===== config.mk =====
export PLATFORM = sky130hd
export DESIGN_NAME = debounce_pulse
export DESIGN_NICKNAME = d
export VERILOG_FILES = /design/src/rtl/debounce_pulse_pkg.sv /design/src/rtl/debounce_pulse_sync2.sv /design/src/rtl/debounce_pulse.sv
export SDC_FILE = /design/constraint.sdc
export NUM_CORES = 1
export LEC_CHECK = 0
export CAP_MARGIN = 10
export CORE_ASPECT_RATIO = 1.4
export CORE_MARGIN = 2
export CORE_UTILIZATION = 25
export DETAILED_ROUTE_END_ITERATION = 8
export PLACE_DENSITY = 0.43
export SLEW_MARGIN = 10
export SYNTH_ARGS = -nofsm -noshare
export SYNTH_HDL_FRONTEND = slang
export SYNTH_SLANG_ARGS = --single-unit

===== constraint.sdc =====
create_clock -name clk -period 1.5 [get_ports clk]
set_input_delay 0.15 -clock clk [delete_from_list [all_inputs] [get_ports clk]]
set_output_delay 0.15 -clock clk [all_outputs]
set_load 0.1 [all_outputs]

===== src/rtl/debounce_pulse_pkg.sv =====
// Shared definitions for the button debounce / press-pulse block.
package debounce_pulse_pkg;

  // Debounce FSM states: two settled levels, each with a qualification state
  // in which a candidate level change is being confirmed.
  typedef enum logic [1:0] {
    ST_IDLE    = 2'd0,
    ST_DB_RISE = 2'd1,
    ST_HIGH    = 2'd2,
    ST_DB_FALL = 2'd3
  } db_state_t;

  // Stability window used in simulation; board builds override the parameter.
  localparam int SIM_STABLE_CYCLES = 4;

endpackage


===== src/rtl/debounce_pulse_sync2.sv =====
// Two-flop synchronizer bringing an asynchronous level into the clk domain.
module sync2 (
  input  logic clk,
  input  logic rst_n,
  input  logic d,
  output logic q
);

  logic meta;

  // Shift the raw input through two flops; only q is safe to use.
  always_ff @(posedge clk or negedge rst_n) begin
    if (!rst_n) begin
      meta <= 1'b0;
      q    <= 1'b0;
    end else begin
      meta <= d;
      q    <= meta;
    end
  end

endmodule


===== src/rtl/debounce_pulse.sv =====
// Debounces a raw push-button and emits a one-cycle T pulse per accepted
// press, plus the debounced level and a wrapping 8-bit press counter.
module debounce_pulse
  import debounce_pulse_pkg::*;
#(
  parameter int STABLE_CYCLES = SIM_STABLE_CYCLES,
  parameter int CNT_WIDTH     = 3
) (
  input  logic       clk,
  input  logic       rst_n,
  input  logic       btn_in,
  output logic       T,
  output logic       btn_level,
  output logic [7:0] presses
);

  localparam logic [CNT_WIDTH-1:0] CNT_MAX = CNT_WIDTH'(STABLE_CYCLES);
  localparam logic [CNT_WIDTH-1:0] CNT_ONE = CNT_WIDTH'(1);

  logic                 btn_sync;
  db_state_t            state, state_nxt;
  logic [CNT_WIDTH-1:0] cnt, cnt_nxt;
  logic                 level_nxt;
  logic                 t_nxt;
  logic                 press_inc;

  sync2 u_sync2 (
    .clk   (clk),
    .rst_n (rst_n),
    .d     (btn_in),
    .q     (btn_sync)
  );

  // Next-state logic: any disagreeing sample during qualification throws
  // the whole window away, so the counter never carries partial credit.
  always_comb begin
    state_nxt = state;
    cnt_nxt   = cnt;
    level_nxt = btn_level;
    t_nxt     = 1'b0;
    press_inc = 1'b0;
    case (state)
      ST_IDLE: begin
        cnt_nxt = '0;
        if (btn_sync) begin
          state_nxt = ST_DB_RISE;
          cnt_nxt   = CNT_ONE;
        end
      end
      ST_DB_RISE: begin
        if (!btn_sync) begin
          state_nxt = ST_IDLE;
          cnt_nxt   = '0;
        end else if (cnt == CNT_MAX) begin
          state_nxt = ST_HIGH;
          cnt_nxt   = '0;
          level_nxt = 1'b1;
          t_nxt     = 1'b1;
          press_inc = 1'b1;
        end else begin
          cnt_nxt = cnt + CNT_ONE;
        end
      end
      ST_HIGH: begin
        cnt_nxt = '0;
        if (!btn_sync) begin
          state_nxt = ST_DB_FALL;
          cnt_nxt   = CNT_ONE;
        end
      end
      ST_DB_FALL: begin
        if (btn_sync) begin
          state_nxt = ST_HIGH;
          cnt_nxt   = '0;
        end else if (cnt == CNT_MAX) begin
          state_nxt = ST_IDLE;
          cnt_nxt   = '0;
          level_nxt = 1'b0;
        end else begin
          cnt_nxt = cnt + CNT_ONE;
        end
      end
      default: begin
        state_nxt = ST_IDLE;
        cnt_nxt   = '0;
      end
    endcase
  end

  // State, counters and registered outputs; reset discards any press in flight.
  always_ff @(posedge clk or negedge rst_n) begin
    if (!rst_n) begin
      state     <= ST_IDLE;
      cnt       <= '0;
      btn_level <= 1'b0;
      T         <= 1'b0;
      presses   <= 8'd0;
    end else begin
      state     <= state_nxt;
      cnt       <= cnt_nxt;
      btn_level <= level_nxt;
      T         <= t_nxt;
      if (press_inc) begin
        presses <= presses + 8'd1;
      end
    end
  end

endmodule


==> impl_metrics.toml <==
[route]
drtPass1Iterations = 4
via_per_inst = 4.28
vias = 484
drt_iter0_drc = 5
totalWireLength_mm = 1.32
drcViolationCount = 0
drtAntennaViolNets = 0
post_drt_wl_per_cell_um = 11.7

[global_routing]
overflow = 0
grtUsageMet3 = 0.0259
grt-busiest-layer = "met2"
grt_pass1_wl_mm = 2.25
grt_usage = 0.0895
met1_usage = 0.104
grt_antenna_before_repair = 0
grt_max_degree = 18
grt_use_met2 = 0.138
grt_pass1_vias = 493

[critical_path]
critPathTopFamily = "flip-flops"
required_ns = 1.63
cp-end-kind = "flip-flop"
worst_ep_arrival_time_ns = 1.53
slowest_delay_ns = 0.40
crit_fanout = 10
start_kind = "flip-flop"
timing.critical_path.slowest_stage_cell = "dfrtp_1"
crit_chain = "inv_1, ha_1, nand3_4, nor2_2, mux2_1"
crit_buf_inv = 1
crit_type = "reg2reg"

[yosys]
yosysWarnings = 0
syn_nets = 64
ys_seq_elements = 17
syn_area_um2 = 752
syn_inst = 58
ys_types = 21
syn_avg_cell_area_um2 = 13.0
seq_area_frac_synth = 0.566

[cells_and_area]
finalNetCount = 83
multiInputGateArea_um2 = 312
antennaDiodeCount = 0
stdcell_count = 113
regArea_um2 = 434
drive_above_1_share = 0.421
layout_common_cells = "dfrtp_1 (10), buf_12 (10), xor2_1 (8), dfrtp_2 (7), inv_1 (4)"
final_util = 0.378
fill_cells = 284
syn_to_final_growth_pct = 44.6

[power_and_ir_drop]
power.density_mw_per_mm2 = 963
power_frac_clock = 0.325
intPower_w = 0.000760
p_sw_w = 0.000288
p_sw_frac = 0.275
seq_power_share = 0.508
p_comb_frac = 0.168
ir_drop_v = 0.000373
p_total_w = 0.00105
p_leak_nw = 0.492

[worst_hold_path]
hold_path_class = "in2async"

[die]
die_h_um = 68.9
die-area_mm2 = 0.00347
io_pins = 13
core-area_mm2 = 0.00288
die_x_um = 50.4
start_util = 0.261
rows = 23

[cts]
insertion_delay_ns = 0.25
cts_max_level = 1
cts.sinks = 17
clk_transition_reported_paths_ns = 0.07
cts_root_buf = "clkbuf_8"
hold_buffers = 0
cts_tree = "done"
cts.path.max_buffers = 2
cts_made_buffers = 3

[placement]
dp_hpwl_um = 986
port-buffer-count = 12
pre_cts_ws_ns = 0.0967
dp_cells = 109
globalplace.congestion = 0.714

[sta]
worst_slew_pin_slew_ns = 0.287
hold_ws_ns = 0.217
finalWorstSetupSlack_ns = 0.0984
relSlewSlack = 0.807
hold_viol = 0
fmax_mhz = 713
finalSetupViolCount = 0
fin_crit_ns = 1.40
finalCritPeriodShare = 0.934
finalMaxSlewViolations = 0
rsz0062_at_grt = "yes"
worst_clock_skew_ns = 0.00405

[job]
drv_cap = 0

[status]
status = "completed"
## kinds of logic (layout without fill, tap and decap cells)
kind of cell    Yosys count  count (layout)  synth area share
compound gates            2               2            0.0166
xor+xnor                  8               8            0.0932
fa+ha+maj                 3               3            0.0499
buf+inv                   4              22            0.0200
flops                    17              17             0.566
mux                       3               3            0.0433
simple gates             21              21             0.211
## layer usage
layer	vias up	routed length (um)
met4	0	44
met3	5	66
met1	235	542
met2	11	668
li1	233	-
met5	-	0
## Yosys cell counts (all sizes together)
library cell	n	area (um2)
dfrtp	17	425
xor2	8	70.1
inv	4	15.0
nand3	4	32.5
ha	3	37.5
nand2	3	11.3
nor3	3	15.0
nor4	3	37.5
and3	2	15.0
mux2	2	22.5
nand2b	2	20.0
a21boi	1	7.51
and2	1	7.51
mux2i	1	10.0
nand3b	1	7.51
nand4	1	6.26
nor2	1	6.26
o21ai	1	5.00
## area by class of cell
type / instances / area share
clock buffers: 4 / 0.0414
inverters: 4 / 0.0138
multi-input cells: 37 / 0.287
flip-flops and latches: 17 / 0.399
well taps: 37 / 0.0426
repair buffers: 14 / 0.216
## final timing paths
kind | start | to | slack [ns] | depth (start not counted)
max in group asynchronous | rst_n | presses[2] | 1.07 | 2
hold / removal | rst_n | cnt[2] | 0.22 | 2
min in group clk | btn_in | u_sync2.meta | 0.33 | 1
hold reg to reg | u_sync2.meta | u_sync2.q | 0.36 | 0
setup / recovery | cnt[0] | presses[1] | 0.1 | 5
setup reg to reg | cnt[0] | presses[1] | 0.1 | 5
## power by group through the flow
stage	sequential (W)	clock, W	combinational [W]
after floorplan	0.000572	0	0.0000829
after global placement	0.000539	0	0.000177
after detailed placement	0.000541	0	0.000180
after CTS	0.000533	0.000357	0.000181
after global routing	0.000537	0.000370	0.000197
final	0.000532	0.000340	0.000176
## through the flow
stage	area (um2)	TNS [ns]
6_report	1090	0
5_1_grt	1090	-0.0179
4_1_cts	1090	0
3_5_place_dp	1040	0
3_3_place_gp	1040	0
2_1_floorplan	761	0
## timing repair
| action | 4_1_cts | 5_1_grt |
|---|---|---|
| endpoints found under the setup margin | 0 | 2 |
| gates resized for setup | 0 | 0 |
| buffers inserted | 0 | 0 |
## flip-flops by register name (all words and copies together) (netlist names), named ones only
signal / flops
presses: 8
cnt: 3
T: 1
btn_level: 1
state: 1
u_sync2.meta: 1
u_sync2.q: 1
(Power assumes the default switching activity.)
